===== config.mk =====
export PLATFORM = sky130hd
export DESIGN_NAME = approx_error_monitor
export DESIGN_NICKNAME = d
export VERILOG_FILES = /design/src/rtl/approx_error_monitor.sv
export SDC_FILE = /design/constraint.sdc
export NUM_CORES = 1
export LEC_CHECK = 0
export ABC_AREA = 0
export CAP_MARGIN = 10
export CORE_MARGIN = 4
export CORE_UTILIZATION = 55
export DETAILED_ROUTE_END_ITERATION = 8
export GPL_TIMING_DRIVEN = 0
export PLACE_DENSITY = 0.82
export SYNTH_ARGS = -nofsm -noshare
export SYNTH_HDL_FRONTEND = slang
export SYNTH_SLANG_ARGS = --single-unit

===== constraint.sdc =====
create_clock -name clk -period 2.45 [get_ports clk]
set_input_delay 0.49 -clock clk [delete_from_list [all_inputs] [get_ports clk]]
set_output_delay 0.49 -clock clk [all_outputs]
set_load 0.02 [all_outputs]

===== src/rtl/approx_error_monitor.sv =====
`default_nettype none
// ============================================================================
// Module   : approx_error_monitor
// Purpose  : Measures the error of an 8-bit approximate adder. For each
//            sample it rebuilds the exact sum and forms the error distance
//            ED = |exact - approx_sum|. Over a window of 2^WIN_LOG2 samples
//            it accumulates the error count, the ED sum and the maximum ED,
//            then presents them on a valid/ready result port.
// Revision : 1.0 - initial release
// ============================================================================
module approx_error_monitor #(
    parameter int WIN_LOG2 = 8
) (
    input  logic                  clk,
    input  logic                  rst_n,
    input  logic                  start,
    input  logic                  in_valid,
    output logic                  in_ready,
    input  logic [7:0]            a,
    input  logic [7:0]            b,
    input  logic [8:0]            approx_sum,
    output logic                  busy,
    output logic                  res_valid,
    input  logic                  res_ready,
    output logic [WIN_LOG2:0]     err_count,
    output logic [WIN_LOG2+8:0]   ed_sum,
    output logic [8:0]            ed_max
);

    // Window length and the count value held while the last sample is accepted
    localparam logic [WIN_LOG2:0] c_WIN_LEN = {1'b1, {WIN_LOG2{1'b0}}};
    localparam logic [WIN_LOG2:0] c_LAST    = {1'b0, {WIN_LOG2{1'b1}}};

    typedef enum logic [1:0] {
        ST_IDLE   = 2'd0,
        ST_ACCUM  = 2'd1,
        ST_DRAIN  = 2'd2,
        ST_REPORT = 2'd3
    } state_t;

    state_t                state_q, state_d;
    logic [WIN_LOG2:0]     cnt_q, cnt_d;
    logic                  s1_valid_q, s1_valid_d;
    logic [8:0]            s1_ed_q, s1_ed_d;
    logic [WIN_LOG2:0]     err_count_q, err_count_d;
    logic [WIN_LOG2+8:0]   ed_sum_q, ed_sum_d;
    logic [8:0]            ed_max_q, ed_max_d;

    logic                  w_ready;
    logic                  w_accept;
    logic                  w_start;
    logic [8:0]            w_exact;
    logic [8:0]            w_ed;

    // Handshake qualifiers; in_ready depends only on state and count
    assign w_ready  = (state_q == ST_ACCUM) && (cnt_q < c_WIN_LEN);
    assign w_accept = in_valid & w_ready;
    assign w_start  = start & (state_q == ST_IDLE);

    // Exact sum and absolute distance to the adder-under-test output
    assign w_exact = {1'b0, a} + {1'b0, b};
    assign w_ed    = (w_exact >= approx_sum) ? (w_exact - approx_sum)
                                             : (approx_sum - w_exact);

    // Next-state logic of the window controller
    always_comb begin
        state_d = state_q;
        case (state_q)
            ST_IDLE:   if (start)                              state_d = ST_ACCUM;
            ST_ACCUM:  if (w_accept && (cnt_q == c_LAST))      state_d = ST_DRAIN;
            ST_DRAIN:                                          state_d = ST_REPORT;
            ST_REPORT: if (res_ready)                          state_d = ST_IDLE;
            default:                                           state_d = ST_IDLE;
        endcase
    end

    // Two-stage datapath: stage 1 captures ED on accept, stage 2 accumulates it
    always_comb begin
        cnt_d       = cnt_q;
        s1_valid_d  = w_accept;
        s1_ed_d     = s1_ed_q;
        err_count_d = err_count_q;
        ed_sum_d    = ed_sum_q;
        ed_max_d    = ed_max_q;

        if (w_accept) begin
            s1_ed_d = w_ed;
            cnt_d   = cnt_q + 1'b1;
        end

        if (s1_valid_q) begin
            ed_sum_d    = ed_sum_q + {{WIN_LOG2{1'b0}}, s1_ed_q};
            err_count_d = err_count_q + {{WIN_LOG2{1'b0}}, (s1_ed_q != 9'd0)};
            if (s1_ed_q > ed_max_q) begin
                ed_max_d = s1_ed_q;
            end
        end

        // A new window starts from a clean slate
        if (w_start) begin
            cnt_d       = '0;
            s1_valid_d  = 1'b0;
            err_count_d = '0;
            ed_sum_d    = '0;
            ed_max_d    = '0;
        end
    end

    // State register
    always_ff @(posedge clk or negedge rst_n) begin
        if (!rst_n) begin
            state_q <= ST_IDLE;
        end else begin
            state_q <= state_d;
        end
    end

    // Datapath registers; reset aborts any window in progress
    always_ff @(posedge clk or negedge rst_n) begin
        if (!rst_n) begin
            cnt_q       <= '0;
            s1_valid_q  <= 1'b0;
            s1_ed_q     <= '0;
            err_count_q <= '0;
            ed_sum_q    <= '0;
            ed_max_q    <= '0;
        end else begin
            cnt_q       <= cnt_d;
            s1_valid_q  <= s1_valid_d;
            s1_ed_q     <= s1_ed_d;
            err_count_q <= err_count_d;
            ed_sum_q    <= ed_sum_d;
            ed_max_q    <= ed_max_d;
        end
    end

    assign in_ready  = w_ready;
    assign busy      = (state_q != ST_IDLE);
    assign res_valid = (state_q == ST_REPORT);
    assign err_count = err_count_q;
    assign ed_sum    = ed_sum_q;
    assign ed_max    = ed_max_q;

endmodule
`default_nettype wire


==> Word level (Yosys, flattened, before mapping) <==
Index checks and enable logic that the tools add are counted.
{ "classes": {"addsub": 6, "mul": 0, "div": 0, "magnitude_cmp": 3, "n_eq_ne": 7, "shifts": 0, "mux": 15, "n_bitwise": 2, "reduce_logical": 10} }
{ "op_table": {"columns": ["op", "n"], "rows": [
  ["$mux W9", 8],
  ["$mux W17", 2],
  ["$sub A9 B9 Y9", 2],
  ["$add A17 B9 Y17", 1],
  ["$add A8 B8 Y9", 1],
  ["$add A9 B1 Y9", 1],
  ["$add A9 B1 Y9 const B", 1],
  ["$eq A9 B8 Y1 const B", 1],
  ["$ge A9 B9 Y1", 1],
  ["$gt A9 B9 Y1", 1],
  ["$lt A9 B9 Y1 const B", 1],
  ["$reduce_bool A9 Y1", 1],
  ["$pmux W2 S4", 1],
  ["$reduce_bool A2 Y1", 4],
  ["$mux W2", 3],
  ["$eq A2 B2 Y1 const B", 2],
  ["$ne A2 B1 Y1 const B", 2],
  ["$reduce_and A3 Y1", 1],
  ["$and A1 B1 Y1", 2],
  ["$eq A2 B1 Y1 const B", 1],
  ["$logic_and A1 B1 Y1", 2],
  ["$logic_not A2 Y1", 1],
  ["$ne A2 B2 Y1 const B", 1],
  ["$reduce_and A2 Y1", 1],
  ["$mux W1", 1]
]} }
{ "totals": {"register_bits": 56, "latchBits": 0, "ram_bits": 0, "mem_bits_ro": 0, "inputBits": 30, "out_inout_bits": 38, "wordCells": 50, "n_memories": 0} }

==> Longest topological paths before layout <==
Gate-level depths: netlist of run 1.
{ "logic_depth": {"depth_word": 6, "mapped_depth": 15, "mapped_depth_nobuf": 15} }

==> Least setup slack after synthesis of run 1 <==
OpenSTA, ideal clock, no wires.
{ "synth_path": {"path_type": "input -> register", "start": "in a[0]", "end": "reg s1_ed_q[8]", "setup_time_ns": 0.092, "arrival_time_ns": 3.468, "required_time_ns": 2.358, "path_slack_ns": -1.110, "path_stages": 14, "path_buffers": 0, "path_cell_list": "ha_1 fa_1 a21o_1 a21oi_1 o21bai_1 a21oi_1 xnor2_1 ha_1 a21oi_1 nand2_1 o2111a_2 or3_1 and3_1 o31ai_2"} }
{ "synth_between": {"elab_chain_cells": 3, "word_cells_on_any_way": 5, "cone_classes": "add/sub (3); order compare (1); mux (1)"} }
{ "synth_lines": {"columns": ["item", "line", "text"], "rows": [
  ["start, declared", "19", "input logic [7:0] a,"],
  ["$add A8 B8 Y9 *", "61", "assign w_exact = {1'b0, a} + {1'b0, b};"],
  ["$sub A9 B9 Y9 (tied with other cells)", "63", ": (approx_sum - w_exact);"],
  ["$mux W9 *", "62", "assign w_ed = (w_exact >= approx_sum) ? (w_exact - approx_sum)"],
  ["end signal, assigned", "123", "s1_ed_q <= '0;"],
  ["end signal, assigned", "130", "s1_ed_q <= s1_ed_d;"],
  ["end, declared", "44", "logic [8:0] s1_ed_q, s1_ed_d;"]
]} }
Mark *: on every way between the ends. The rest lies on a longest branch, timed or not.
A chain may end at the register's enable or synchronous reset.

==> Worst setup path in the final report of run 1 <==
{ "layout_path": {"start": "in b[1]", "end": "reg s1_ed_q[2]"} }
{ "layout_between": {"elab_chain_cells": 3, "word_cells_on_any_way": 5, "cone_classes": "add/sub (3); order compare (1); mux (1)"} }
{ "layout_lines": {"columns": ["item", "line", "text"], "rows": [
  ["start, declared", "20", "input logic [7:0] b,"],
  ["$add A8 B8 Y9 *", "61", null],
  ["$sub A9 B9 Y9 (tied with other cells)", "63", null],
  ["$mux W9 *", "62", null]
]} }
Marked as above.

==> summary.txt, run 1 <==
Status
  – Status: finished, violations left
  – Failing checks: setup timing

Place
  – GPL Wtd Cong: 0.905
  – Pre-CTS WS: -1.85 ns
  – Dpl cells: 659
  – Detailed Place HPWL: between 8 and 9 mm
  – PortBufs: 67

Timing
  – Final Hold Viols: 0
  – RSZ-0062 raised after global routing: true
  – Setup TNS: -6.10 ns
  – Pins Over Slew Limit: 0
  – Worst-margin pin slew: 0.678 ns
  – Fmax: ~300 MHz
  – Clk_skew: 0.00756 ns
  – Post-route minimum period: between 3 and 4 ns
  – Worst rel slew slack: 0.548
  – Worst setup margin: -0.789 ns
  – Final Setup Violations: 8
  – Period utilisation layout: 1.32

Worst setup path
  – CP Class: primary input to flop
  – Largest delay share family, worst path: compound AO/OA/AOI/OAI gates
  – CP max stage delay: roughly 0.42 ns
  – CP Buf/Inv Count: 2
  – Critical path capture point type: flop
  – Crit-path max FO: 6
  – Critical Path RT: 2.67 ns
  – Slowest CP cell: o41a_1
  – Crit-path cells: buf_8 -> ha_4 -> a21o_1 -> a21oi_4 -> nor2b_1 -> o21a_1 -> o41a_1 -> xor2_2 -> ha_4 -> nand4_1 -> o21bai_1 -> buf_4 -> a21oi_4 -> and3_1 -> o21a_1 -> o31ai_2
  – Crit path DAT: 3.46 ns
  – CP Launch Type: primary input

Yosys
  – Post-synth top flop: dfrtp_1
  – Average size of a mapped cell: approximately 8.7 um^2
  – Synth cell types: ~50
  – Ys Warns: 0
  – Synth area leader: dfrtp_1
  – Ys async rst share: 1.00
  – Post-Synthesis Cells: between 400 and 500
  – EDFF count, synth: 0
  – Area contributors post-synth: dfrtp_1 (33%), ha_1 (15%), a21oi_1 (4.6%), o21ai_0 (4.3%), xor2_1 (4.1%)
  – Top-count cell post-synth: dfrtp_1
  – Register bit count reported by yosys: 56
  – Sequential fraction of the synthesis area: 0.329
  – Synthesized area: roughly 4300 um^2
  – Post-synth top area share: 0.329
  – Synth top cells by count: dfrtp_1 (56), ha_1 (52), nor2_1 (46), inv_1 (41), a21oi_1 (39)
  – Syn_nets: slightly below 600

Die
  – Num rows: 31
  – Core area: 7410 um^2
  – Width of the chip: ~96 um
  – Initial Util: 0.576
  – Full die area: slightly above 9000 um^2
  – Die height: a little under 100 um
  – Io pins: 68

Global route
  – Vias in the first global route: ~3900
  – Largest net degree at the start of global routing: 32
  – First-pass GRT wire length: about 17 mm
  – GR Overflow Total: 0
  – Total track usage: 0.234
  – Initial antenna violation count: 0

Clock tree
  – Clock root buffer: clkbuf_8
  – TritonCTS Sinks: 56
  – Clock Path Buffers: 2
  – Maximum level of the CTS H-tree: 2
  – CTS tree: built
  – Clock buffers created by TritonCTS: 5
  – Hold buffer count at cts: 0
  – CTS clk-pin slew, worst paths: 0.10 ns
  – Worst-Skew Late Latency: around 0.31 ns

Worst hold path
  – Hold crit path type: primary input to asynchronous set/reset pin

Run
  – Max_cap viols: 0

Detailed routing
  – WL/cell: between 15 and 20 um
  – Initial DRT Pass Iterations: 5
  – Vias: 3982
  – Total wire length: 10.9 mm
  – Detailed-route DRC error count: 0
  – Vias per inst: around 5.8
  – Drt first-iter violations: around 200
  – Number of routed nets with antenna violations: 0

Finish
  – NumNets Final: roughly 670
  – Fraction of layout cells with a size suffix above 1: 0.141
  – Area Growth Syn to Fin: 32.1%
  – Ant diodes: 0
  – Core Util, Final: 0.760
  – Fin cells: 688

Power
  – Leakage: 0.00255 uW
  – Design Power: slightly above 5000 uW
  – Peak VDD IR: 677 uV
  – P per Cell Area: approximately 900 nW/um^2
## cell families (layout without fill, tap and decap cells)
kind of cell    count (synthesis)  in the layout  share of synthesized area
xor+xnor                       27             27                     0.0555
simple gates                  157            157                      0.180
flops                          56             56                      0.329
buf+inv                        54            151                     0.0502
mux                             8              8                     0.0188
compound gates                134            134                      0.195
fa+ha+maj                      56             56                      0.171
## repair_timing
item	CTS	global route
setup buffers	14	7
endpoints found under the setup margin	9	18
pin swaps	24	35
resized for setup	48	36
## cells in the final DEF (no fill, tap or decap), drive strengths merged, types with 2 or more instances in the layout
cell           count
a21oi             39
a31oi              4
ha                52
or2                2
and3               7
buf               30
o2111ai            4
o211ai             4
dfrtp             56
clkdlybuf4s50     57
nor2b              8
or3                9
clkbuf            15
o31ai              4
xnor2              7
mux2i              8
nor2              46
o22ai              2
a211oi             6
o221ai             2
dlygate4sd2        4
o21a               8
a41oi              2
nand4              8
and4               3
o21bai             2
nor3               8
nand2             37
clkinv             2
fa                 4
xor2              20
nand3             18
o21ai             38
and2               4
inv               42
a21o              14
or4b               2
## layout make-up
| cell class | count | area (um^2) |
|---|---|---|
| inverter | 41 | 154 |
| multi-input combinational | 382 | 2920 |
| buffer | 13 | 62.6 |
| tap | 99 | 124 |
| timing repair buffer | 89 | 880 |
| clock buffer | 5 | 68.8 |
| sequential | 56 | 1400 |
| clock inverter | 3 | 22.5 |
| fill | 521 | 1780 |
## final timing paths
check,from,to,slack (ns),cells after the start
setup / recovery,b[1],s1_ed_q[2],-0.79,16
hold / removal,rst_n,err_count[5],0.17,1
setup reg to reg,state_q[1],s1_ed_q[3],0.08,7
hold reg to reg,cnt_q[6],cnt_q[6],0.56,2
max in group asynchronous,rst_n,s1_ed_q[7],1.72,2
min in group clk,cnt_q[6],cnt_q[6],0.56,2
## routing by layer
| layer | vias up | track usage | wire, um |
|---|---|---|---|
| met3 | 19 | 0.0297 | 508 |
| met5 | - | 0 | 0 |
| met4 | 0 | 0.0509 | 148 |
| met1 | 1912 | 0.302 | 4640 |
| li1 | 1938 | - | - |
| met2 | 113 | 0.416 | 5600 |
## through the flow
step           cell area, um^2  hold slack [ns]
6_report                  5630            0.166
5_1_grt                   5630            0.200
4_1_cts                   5440            0.184
3_5_place_dp              5100            0.527
3_3_place_gp              5090            0.524
2_1_floorplan             4290            0.194
## report_power, final
| part | switching (uW) | leakage (uW) | internal (uW) |
|---|---|---|---|
| Clock | 314 | 0.0000485 | 206 |
| Combinational | 1760 | 0.00175 | 1330 |
| Sequential | 294 | 0.000749 | 1170 |
## flip-flops by register name, summed over array words and instances (netlist names)
name        flops
ed_sum         17
ed_max          9
s1_ed_q         9
err_count       9
cnt_q           9
s1_valid_q      1
state_q         2
Note: power is estimated with default switching activity, not from simulation.
==> inputs of run 2 (changes only) <==
Settings changed: CELL_PAD_IN_SITES_DETAIL_PLACEMENT set to 2, CELL_PAD_IN_SITES_GLOBAL_PLACEMENT set to 2, CORE_UTILIZATION 55 to 33, PLACE_DENSITY 0.82 to 0.81.
==> summary.txt, run 2 (synthesis gave the netlist of run 1 again) <==
Worst setup path
  – CP Class: primary input to flop
  – Crit path DAT: about 3.7 ns
  – CP Launch Type: primary input
  – CP max stage delay: ~0.44 ns
  – Critical path capture point type: flop
  – Crit-path cells: buf_6 -> ha_4 -> buf_6 -> a21o_1 -> a21oi_4 -> nor2b_2 -> o21a_1 -> o41a_1 -> xor2_2 -> ha_4 -> nand4_1 -> o21bai_1 -> buf_4 -> a21oi_4 -> a21oi_2 -> or3_1 -> a31oi_1
  – Crit-path max FO: 6
  – Critical Path RT: between 2 and 3 ns
  – Slowest CP cell: o41a_1

Power
  – Design Power: about 5600 uW
  – P per Cell Area: about 950 nW/um^2
  – Peak VDD IR: 327 uV
  – Leakage: between 0.002 and 0.003 uW

Worst hold path
  – Hold crit path type: primary input to asynchronous set/reset pin

Global route
  – GR Overflow Total: 0
  – Initial antenna violation count: 0
  – Total track usage: 0.193
  – First-pass GRT wire length: around 23 mm
  – Vias in the first global route: ~4600
  – Largest net degree at the start of global routing: 31

Die
  – Io pins: slightly below 70
  – Full die area: approximately 15000 um^2
  – Initial Util: 0.338
  – Width of the chip: 122 um
  – Die height: around 120 um
  – Num rows: 41
  – Core area: 12600 um^2

Place
  – PortBufs: between 60 and 70
  – DP Area: about 5200 um^2
  – GPL Wtd Cong: a little over 0.8
  – Detailed Place HPWL: 10.6 mm

Detailed routing
  – WL/cell: just under 20 um
  – Drt first-iter violations: 130
  – Number of routed nets with antenna violations: 0
  – Vias: 4123
  – Initial DRT Pass Iterations: 4
  – Total wire length: approximately 15 mm
  – Vias per inst: approximately 5.4
  – Detailed-route DRC error count: 0

Finish
  – Area of the multi-input gates: a little under 3000 um^2
  – Filler instances: 1380
  – Final instance area: roughly 6000 um^2
  – Core Util, Final: 0.463
  – NumNets Final: ~680
  – Area Growth Syn to Fin: 36.9%
  – Ant diodes: 0
  – Leading cell type in the layout, fill and taps excluded: clkdlybuf4s50_1
  – Most frequent cells in the layout: clkdlybuf4s50_1 (58), dfrtp_1 (55), ha_1 (45)
  – Fraction of layout cells with a size suffix above 1: 0.159
  – Number of flip-flops in the largest register: 17
  – Storage cell area: 1400 um^2

Timing
  – Worst-margin pin slew: slightly below 0.8 ns
  – Post-route minimum period: 3.45 ns
  – Period utilisation layout: 1.41
  – Final Setup Violations: 8
  – Worst rel slew slack: 0.484
  – Clk_skew: 0.00492 ns
  – Fmax: 290 MHz
  – Worst setup margin: -1.00 ns
  – RSZ-0062 raised after global routing: true
  – Pins Over Slew Limit: 0
  – Final Hold Viols: 0

Clock tree
  – Clock buffers created by TritonCTS: 5
  – CTS clk-pin slew, worst paths: approximately 0.070 ns
  – Worst-Skew Late Latency: approximately 0.30 ns
  – Clock root buffer: clkbuf_16
  – Maximum level of the CTS H-tree: 2
  – CTS tree: built
  – TritonCTS Sinks: 56
  – Clock Path Buffers: 2

Status
  – Status: finished, violations left
  – Failing checks: setup timing

Run
  – Max_cap viols: 0
run 2: changes by cell type in the layout (fill, tap and decap cells not counted), sizes merged:
cell and delta:
buf +8, clkdlybuf4s50 +1, dlymetal6s2s -1, inv -1
run 2: final cells by class:
| cell class | instances | area share |
|---|---|---|
| clock buffers | 6 | 0.0238 |
| repair buffers | 96 | 0.158 |
| clock inverters | 2 | 0.00171 |
| flip-flops and latches | 56 | 0.240 |
| multi-input cells | 382 | 0.503 |
| well taps | 172 | 0.0369 |
| inverters | 41 | 0.0264 |
| plain buffers | 13 | 0.0105 |
run 2: repair_timing:
action / 4_1_cts / 5_1_grt
cloned: 0 / 0
setup endpoints to repair: 13 / 18
setup buffers: 18 / 11
hold buffers: 0 / 0
resized for setup: 55 / 29
pin swaps: 34 / 33
endpoints found under the hold margin: 0 / 0
run 2: per-stage QoR:
stage | std cells | hold WS [ns] | worst slack [ns] | setup TNS [ns]
floorplan | 492 | 0.194 | -0.934 | -6.42
global placement | 731 | 0.522 | -1.86 | -69.92
detailed placement | 732 | 0.538 | -1.96 | -14.70
CTS | 758 | 0.241 | -0.813 | -5.91
global route | 768 | 0.272 | -1.13 | -8.32
finish | 768 | 0.221 | -1.00 | -7.12
run 2: path summary, 6_finish.rpt:
kind	from	end	depth (start not counted)	slack, ns
worst max register to register	state_q[1]	s1_ed_q[3]	7	0.08
worst min-delay path	rst_n	ed_sum[12]	1	0.22
max in group asynchronous	rst_n	s1_ed_q[0]	2	1.61
min in group clk	ed_sum[16]	ed_sum[16]	2	0.55
worst min register to register	ed_sum[16]	ed_sum[16]	2	0.55
worst max-delay path	a[0]	s1_ed_q[6]	17	-1.00
run 2: worst max-delay path: cells and delay by family:
kind                     cells  cell delay (ns)
XOR/XNOR                     1             0.19
AND/OR/NAND/NOR              3             0.57
AO/OA/AOI/OAI                8             1.64
buffers and inverters        3             0.36
adder cells (fa/ha/maj)      2             0.41
run 2: report_power, final:
part	switching (uW)	internal (uW)	leakage, uW	total (uW)
clock	343	405	0.0000766	748
combinational	1960	1380	0.00177	3340
sequential	313	1170	0.000748	1480
total	2610	2960	0.00260	5570
run 2: routing by layer:
layer	wire (um)	track usage	vias up
met2	8320	0.388	81
met3	383	0.0232	20
met1	5780	0.212	2068
li1	-	-	1954
met5	0	0	-
met4	280	0.0483	0
